===== src/rtl/mult_unit_pkg.sv =====
// Shared definitions for the iterative multiplier: default widths and FSM state encodings.
package mult_unit_pkg;

    localparam int DATA_W_DEF = 32;
    localparam int CNT_W_DEF  = 6;

    typedef enum logic [1:0] {
        MULT_IDLE = 2'b00,
        MULT_RUN  = 2'b01,
        MULT_DONE = 2'b10
    } mult_state_t;

endpackage


===== src/rtl/mult_unit_datapath.sv =====
// Radix-2 shift-add datapath: operand magnitudes, partial-product accumulator, final sign fix-up.
module mult_unit_datapath
    import mult_unit_pkg::*;
#(
    parameter int DATA_W = DATA_W_DEF
) (
    input  logic                  clk,
    input  logic                  reset,
    input  logic                  load,
    input  logic                  step,
    input  logic                  sign,
    input  logic [DATA_W-1:0]     a,
    input  logic [DATA_W-1:0]     b,
    output logic [2*DATA_W-1:0]   product
);

    logic [DATA_W-1:0]   mcand;
    logic [2*DATA_W-1:0] acc;
    logic                neg;
    logic [DATA_W-1:0]   addend;
    logic [DATA_W:0]     sum;

    // The most negative value keeps its bit pattern, which is its correct unsigned magnitude.
    function automatic logic [DATA_W-1:0] magnitude(input logic [DATA_W-1:0] v,
                                                    input logic              signed_op);
        return (signed_op && v[DATA_W-1]) ? (~v + DATA_W'(1)) : v;
    endfunction

    function automatic logic [2*DATA_W-1:0] fix_sign(input logic [2*DATA_W-1:0] v,
                                                     input logic                negate);
        return negate ? (~v + (2*DATA_W)'(1)) : v;
    endfunction

    always_comb begin
        addend = acc[0] ? mcand : '0;
        sum    = {1'b0, acc[2*DATA_W-1:DATA_W]} + {1'b0, addend};
    end

    always_ff @(posedge clk) begin
        if (reset) begin
            mcand <= '0;
            acc   <= '0;
            neg   <= 1'b0;
        end else if (load) begin
            mcand <= magnitude(a, sign);
            acc   <= {{DATA_W{1'b0}}, magnitude(b, sign)};
            neg   <= sign & (a[DATA_W-1] ^ b[DATA_W-1]);
        end else if (step) begin
            acc   <= {sum, acc[DATA_W-1:1]};
        end
    end

    assign product = fix_sign(acc, neg);

endmodule


===== src/rtl/mult_unit.sv =====
// Shared iterative multiplier for both issue lanes: lane arbitration, control FSM and HI/LO registers.
module mult_unit
    import mult_unit_pkg::*;
#(
    parameter int DATA_W = DATA_W_DEF,
    parameter int CNT_W  = CNT_W_DEF
) (
    input  logic              clk,
    input  logic              reset,
    input  logic              stall_e,
    input  logic              startmult_e_0,
    input  logic              multsign_e_0,
    input  logic [DATA_W-1:0] srca_e_0,
    input  logic [DATA_W-1:0] writedata_e_0,
    input  logic              startmult_e_1,
    input  logic              multsign_e_1,
    input  logic [DATA_W-1:0] srca_e_1,
    input  logic [DATA_W-1:0] writedata_e_1,
    output logic              mult_busy,
    output logic              mult_done,
    output logic              mult_conflict,
    output logic [DATA_W-1:0] hi_out,
    output logic [DATA_W-1:0] lo_out
);

    mult_state_t          state;
    mult_state_t          state_next;
    logic [CNT_W-1:0]     cnt;
    logic                 accept;
    logic                 step;
    logic                 last_step;
    logic                 sel_sign;
    logic [DATA_W-1:0]    sel_a;
    logic [DATA_W-1:0]    sel_b;
    logic [2*DATA_W-1:0]  product;

    assign accept    = (state == MULT_IDLE) & ~stall_e & (startmult_e_0 | startmult_e_1);
    assign step      = (state == MULT_RUN);
    assign last_step = step && (cnt == CNT_W'(DATA_W - 1));

    // Lane 0 has priority when both lanes issue a multiply together.
    always_comb begin
        sel_sign = multsign_e_1;
        sel_a    = srca_e_1;
        sel_b    = writedata_e_1;
        if (startmult_e_0) begin
            sel_sign = multsign_e_0;
            sel_a    = srca_e_0;
            sel_b    = writedata_e_0;
        end
    end

    always_ff @(posedge clk) begin
        if (reset) state <= MULT_IDLE;
        else       state <= state_next;
    end

    always_comb begin
        state_next = state;
        case (state)
            MULT_IDLE: if (accept) state_next = MULT_RUN;
            MULT_RUN:  if (last_step) state_next = MULT_DONE;
            MULT_DONE: state_next = MULT_IDLE;
            default:   state_next = MULT_IDLE;
        endcase
    end

    always_comb begin
        mult_busy     = (state != MULT_IDLE);
        mult_done     = (state == MULT_DONE);
        mult_conflict = accept & startmult_e_0 & startmult_e_1;
    end

    always_ff @(posedge clk) begin
        if (reset)       cnt <= '0;
        else if (accept) cnt <= '0;
        else if (step)   cnt <= cnt + CNT_W'(1);
    end

    // HI/LO only change on the edge leaving DONE, so readers see the old product until then.
    always_ff @(posedge clk) begin
        if (reset) begin
            hi_out <= '0;
            lo_out <= '0;
        end else if (state == MULT_DONE) begin
            hi_out <= product[2*DATA_W-1:DATA_W];
            lo_out <= product[DATA_W-1:0];
        end
    end

    mult_unit_datapath #(
        .DATA_W (DATA_W)
    ) u_datapath (
        .clk     (clk),
        .reset   (reset),
        .load    (accept),
        .step    (step),
        .sign    (sel_sign),
        .a       (sel_a),
        .b       (sel_b),
        .product (product)
    );

endmodule

===== config.mk =====
export PLATFORM = sky130hd
export DESIGN_NAME = mult_unit
export DESIGN_NICKNAME = d
export VERILOG_FILES = /design/src/rtl/mult_unit_pkg.sv /design/src/rtl/mult_unit_datapath.sv /design/src/rtl/mult_unit.sv
export SDC_FILE = /design/constraint.sdc
export NUM_CORES = 1
export LEC_CHECK = 0
export CAP_MARGIN = 25
export CORE_MARGIN = 5
export CORE_UTILIZATION = 50
export DETAILED_ROUTE_END_ITERATION = 10
export PLACE_DENSITY_LB_ADDON = 0.2
export SKIP_CTS_REPAIR_TIMING = 1
export SYNTH_ARGS = -nofsm -noshare
export SYNTH_HDL_FRONTEND = slang
export SYNTH_HIERARCHICAL = 1
export SYNTH_SLANG_ARGS = --single-unit

===== constraint.sdc =====
create_clock -name clk -period 9.2 [get_ports clk]
set_input_delay 1.38 -clock clk [delete_from_list [all_inputs] [get_ports clk]]
set_output_delay 1.38 -clock clk [all_outputs]
set_load 0.02 [all_outputs]

# Word-level counts from Yosys, hierarchy flattened
# Cells that the tools add are included.
[op_classes] add_sub_neg=5 n_eq_ne=5 n_mux=12 bitwise_logic=11 n_reduce_logical=8
[ops] cell="two-way mux 32 bit" count=7
[ops] cell="adder 32 x 1 -> 32 bit, second input constant" count=2
[ops] cell="adder 64 x 1 -> 64 bit, second input constant" count=1
[ops] cell="two-way mux 64 bit" count=1
[ops] cell="NOT 32 bit" count=2
[ops] cell="NOT 64 bit" count=1
[ops] cell="adder 32 x 32 -> 33 bit" count=1
[ops] cell="adder 6 x 1 -> 6 bit, second input constant" count=1
[ops] cell="equality test 6 x 5 -> 1 bit, second input constant" count=1
[ops] cell="AND 1 bit" count=5
[ops] cell="two-way mux 2 bit" count=2
[ops] cell="case mux 2 bit (2 select lines)" count=1
[ops] cell="nonzero test 2 bit" count=2
[ops] cell="logical AND 1 bit" count=3
[ops] cell="equality test 2 x 1 -> 1 bit, second input constant" count=1
[ops] cell="equality test 2 bit, second input constant" count=1
[ops] cell="logical NOT 2 bit" count=1
[ops] cell="inequality test 2 x 1 -> 1 bit, second input constant" count=1
[ops] cell="inequality test 2 bit, second input constant" count=1
[ops] cell="AND reduction 2 bit" count=1
[ops] cell="OR reduction 2 bit" count=1
[ops] cell="two-way mux 1 bit" count=1
[ops] cell="NOT 1 bit" count=1
[ops] cell="bitwise OR 1 bit" count=1
[ops] cell="XOR 1 bit" count=1
[word_totals] regBits=169 elab_cells=49

# Logic depth before layout (Yosys ltp)
[logic_depth] word_depth=5 mapped_depth=11 depth_no_buf=10

# Modules after synthesis
# Netlist, hierarchy kept.
[modules_own_cells] module="mult_unit_datapath" instances=1 cells_each=1029 area_per_inst_um2=7933.9
[modules_own_cells] module="mult_unit" instances=1 cells_each=394 area_per_inst_um2=3375.7

# Worst setup path after synthesis
# OpenSTA, ideal clock, no wires.
[synth_timing] path_type="in2reg" startpoint="in startmult_e_0" endpoint="reg u_datapath.mcand[29]" setup_time_ns=0.126 t_arrival_ns=4.447 path_slack_ns=4.627 path_stages=11 path_buffers=3 cell_sequence="buf_2 -> buf_4 -> mux2_2 -> or4_4 -> or3_4 -> or4_1 -> buf_2 -> or3_1 -> o41ai_1 -> xor2_1 -> o21ai_1"
[synth_via] elab_chain_cells=4 word_cells_on_any_way=8 cone_classes="add/sub (1); mux (3); bitwise (3); reduce/logical (1)"
[synth_rtl] element="from (decl)" line="mult_unit.sv:11" rtl="input logic startmult_e_0,"
[synth_rtl] element="two-way mux 32 bit" line="mult_unit.sv:46" rtl="if (startmult_e_0) begin"
[synth_rtl] element="named net sel_a[8]" line="mult_unit.sv:33" rtl="logic [DATA_W-1:0] sel_a;"
[synth_rtl] element="NOT 32 bit" line="mult_unit_datapath.sv:26" rtl="return (signed_op && v[DATA_W-1]) ? (~v + DATA_W'(1)) : v;"
[synth_rtl] element="adder 32 x 1 -> 32 bit" line="mult_unit_datapath.sv:26"
[synth_rtl] element="two-way mux 32 bit" line="mult_unit_datapath.sv:26"
[synth_rtl] element="to (signal assigned)" line="mult_unit_datapath.sv:45" rtl="mcand <= magnitude(a, sign);"
[synth_rtl] element="to (decl)" line="mult_unit_datapath.sv:17" rtl="logic [DATA_W-1:0] mcand;"
# The timed path passes the listed nets, and every way through them passes these cells.
# A chain may end at the register's enable or synchronous reset.

# Worst setup path in the final report
[layout_timing] startpoint="in startmult_e_0" endpoint="reg u_datapath.mcand[28]"
# The elaborated chain is that of the path after synthesis.

==> flow_summary_export.csv <==
group,metric,value,unit
die,io_pins,202,
global_route,vias_in_the_first_global_route,9849,
worst_setup_path,critical-path-top-delay-family,"simple AND/OR/NAND/NOR gates",
clocking,tritoncts,"done",
worst_setup_path,required,9490,ps
yosys,synth_top_cell_by_area,"dfxtp_1",
finish,stdcell_area,0.0139,sq mm
finish,utilization,0.621,
clocking,clk_pin_slew,60,ps
clocking,cts-root-buf,"clkbuf_16",
finish,design.final.nets,1738,
global_route,gr_overflow_total,0,
yosys,synth_edf_count,0,
timing,grt_setup_unrepaired,"no",
global_route,global_route_usage_sum,0.229,
detailed_routing,detail_route.drc_violations,0,
timing,final_hold_viol_count,0,
yosys,yosysSeqAreaShare,0.299,
worst_setup_path,critPathMaxStageDelay,620,ps
finish,layoutNonFillerInstCount,1860,
worst_setup_path,critical_path_peak_fanout,67,
global_route,grt_start_max_net_pins,74,
clocking,worstSkewPairLatency,420,ps
clocking,tritoncts.num_buffers,17,
worst_setup_path,critPathCaptureType,"flop",
yosys,syn-num-nets,1595,
placed_design,place_congestion,0.921,
placed_design,pre_cts_ws,3990,ps
die,die_area,0.0257,sq mm
placed_design,placement.cell_area,0.0133,sq mm
yosys,ys.flop_type,"dfxtp_1",
placed_design,placedCellCount,1830,
clocking,h-tree-depth,4,
die,design.core.area,0.0224,sq mm
run,max-cap-violations,0,
power_and_ir_drop,max-vdd-ir-drop,0.0992,mV
yosys,synth_register_bits,169,
timing,slew_violations,0,
timing,worst-slew-pin-transition,1050,ps
timing,finalSetupViolCount,0,
power_and_ir_drop,p_leak,4.88,nW
detailed_routing,routed_wirelength,30400,um
yosys,synthesis.yosys.warnings,6,
worst_hold_path,hold_path.class,"reg -> reg",
die,die_width,160,um
clocking,clock_sinks,169,
worst_setup_path,critical_path.cell_chain,"buf_2 > buf_4 > mux2_2 > or4_4 > or3_4 > nor4_2 > or3b_2 > o31ai_1 > xor2_1 > o21ai_0",
global_route,wire_length_of_the_first_global_routing_pass,49500,um
timing,clk_skew,10.3,ps
yosys,mappedNetlistArea,0.0113,sq mm
timing,tmin_final,4760,ps
worst_setup_path,crit_path_top_delay_cell,"buf_4",
detailed_routing,drt_pass1_iterations,7,
die,initial_core_util,0.504,
yosys,yosys-top-cells-area,"dfxtp_1 (30%), xnor2_1 (7.4%), nand2_1 (7.3%)",
timing,fmax,210,MHz
worst_setup_path,setup.worst_path.start_class,"primary input",
die,floorplan.die.height,160,um
timing,max-slew-margin-rel,0.300,
die,rows,55,
yosys,postSynthAreaPerCell,7.95,sq um
clocking,clockBufferDepth,2,
timing,totalNegativeSetupSlack,0,ps
status,status,"finished, final reports clean",
timing,period_share,0.517,
worst_setup_path,cp.arrival,5050,ps
yosys,number_of_cells_produced_by_synthesis,1423,
detailed_routing,antenna_left,0,
power_and_ir_drop,fin_total_pwr,1.83,mW
placed_design,post-dp-hpwl,23000,um
worst_setup_path,category_of_the_most_critical_setup_path,"in -> reg",
yosys,netlist-cell-type-count,66,
finish,relative_area_change_from_synthesis_to_final_layout,23.1,%
finish,antenna_diode_instance_count,0,
detailed_routing,drt_first_iter_violations,796,
finish,drive_above_1_share,0.0768,
timing,finalWorstSetupSlack,4440,ps
detailed_routing,num_vias,10542,
detailed_routing,routedWlPerCell,16.4,um
timing,fin_hold_ws,445,ps
yosys,synth.top_cell.area_share,0.299,
detailed_routing,avgViaCountPerCell,5.67,
placed_design,port_buffers,201,
power_and_ir_drop,areal_power_density_over_the_cells,131,mW/mm^2
worst_setup_path,critical_path_buf_inv_count,2,
yosys,synth_async_sr_flop_share,0,
global_route,antenna_violations_before_repair,0,
[state kept, by name (all words and copies together) (netlist names)]
signal / flops
u_datapath/neg: 1
cnt: 6
hi_out: 32
u_datapath/mcand: 32
state: 2
u_datapath/acc: 64
lo_out: 32
[cell usage after synthesis (3+ instances only)]
library cell,n
a21boi_0,4
nand3b_1,3
a21oi_1,123
nand4b_1,3
nand3_1,13
a21o_1,13
and3_1,6
nor4_1,11
or4_1,15
mux2_2,65
nand2_1,219
a311oi_1,6
or3_1,29
dfxtp_1,169
and4_1,5
nor2b_1,19
a211oi_1,42
mux2i_1,26
nor3_1,16
o21bai_1,3
nand4_1,11
ha_1,36
nor2_1,74
xnor2_1,95
buf_2,6
o21a_1,4
inv_1,25
a31oi_1,9
o21ai_0,96
nand2b_1,11
a221oi_1,3
clkbuf_1,57
o31ai_1,32
buf_1,5
xor2_1,45
o41ai_1,16
buf_4,17
or2_2,5
o22ai_1,13
and2_1,40
[area by class of cell]
cell class / count / area (sq um)
clock inverter: 7 / 71.3
fill: 2027 / 8510
multi-input combinational: 1141 / 7430
inverter: 26 / 97.6
tap: 285 / 357
clock buffer: 21 / 470
sequential: 169 / 3380
timing repair buffer: 211 / 2110
[path summary, 6_finish.rpt]
check | from | endpoint | slack, ps | depth (start not counted)
max | startmult_e_0 | u_datapath/mcand[28] | 4440 | 10
min | u_datapath/mcand[27] | u_datapath/mcand[27] | 440 | 2
max reg2reg | u_datapath/acc[0] | u_datapath/acc[55] | 5280 | 11
min reg2reg | u_datapath/mcand[27] | u_datapath/mcand[27] | 440 | 2
[where the power goes]
part           leakage, nW  internal (mW)  switching, mW
Sequential            1.37          0.761         0.0413
Combinational         3.24          0.177          0.182
Clock                0.271          0.388          0.282
[cell families (layout without fill, tap and decap cells)]
family / count (synthesis) / after routing / synth area share
simple gates: 489 / 489 / 0.209
compound gates: 384 / 384 / 0.209
fa+ha+maj: 37 / 37 / 0.0416
flops: 169 / 169 / 0.299
xor+xnor: 140 / 140 / 0.108
mux: 91 / 91 / 0.0877
buf+inv: 113 / 265 / 0.0446
[cells in the final DEF, fill, tap and decap left out, types with 4 or more instances in the layout]
master / n
and4_1: 5
or3_1: 29
and2_1: 40
nor2_1: 74
o22ai_1: 13
nand2_1: 219
nor3_1: 16
nand3_1: 13
ha_1: 36
xnor2_1: 95
nand2b_1: 11
o21a_1: 4
a211oi_1: 42
and3_1: 6
a21o_1: 13
o21ai_0: 96
inv_1: 24
a21oi_1: 123
a21boi_0: 4
mux2_2: 65
or2_2: 5
clkbuf_16: 17
nand4_1: 11
mux2i_1: 26
o31ai_1: 32
clkdlybuf4s50_1: 199
o41ai_1: 16
nor4_1: 11
nor2b_1: 18
xor2_1: 45
dfxtp_1: 168
a311oi_1: 6
or4_1: 15
buf_4: 9
a31oi_1: 9
[routing by layer]
metal	GRT usage	part of all wire	routed length, um
met2	0.329	0.41	12400
met4	0.0516	0.0080	245
met1	0.352	0.51	15500
met5	0	0	0
met3	0.0423	0.075	2290
[worst register-to-register path, stage by stage (launching register included)]
cell	delay, ps
dfxtp_1	400
buf_16	210
and2_1	180
ha_1	210
fa_1	410
a21o_1	210
a221oi_1	760
nor2_1	160
o21ai_0	550
a21oi_1	150
or3_1	330
a32o_1	240
Note: power is estimated with default switching activity, not from simulation.
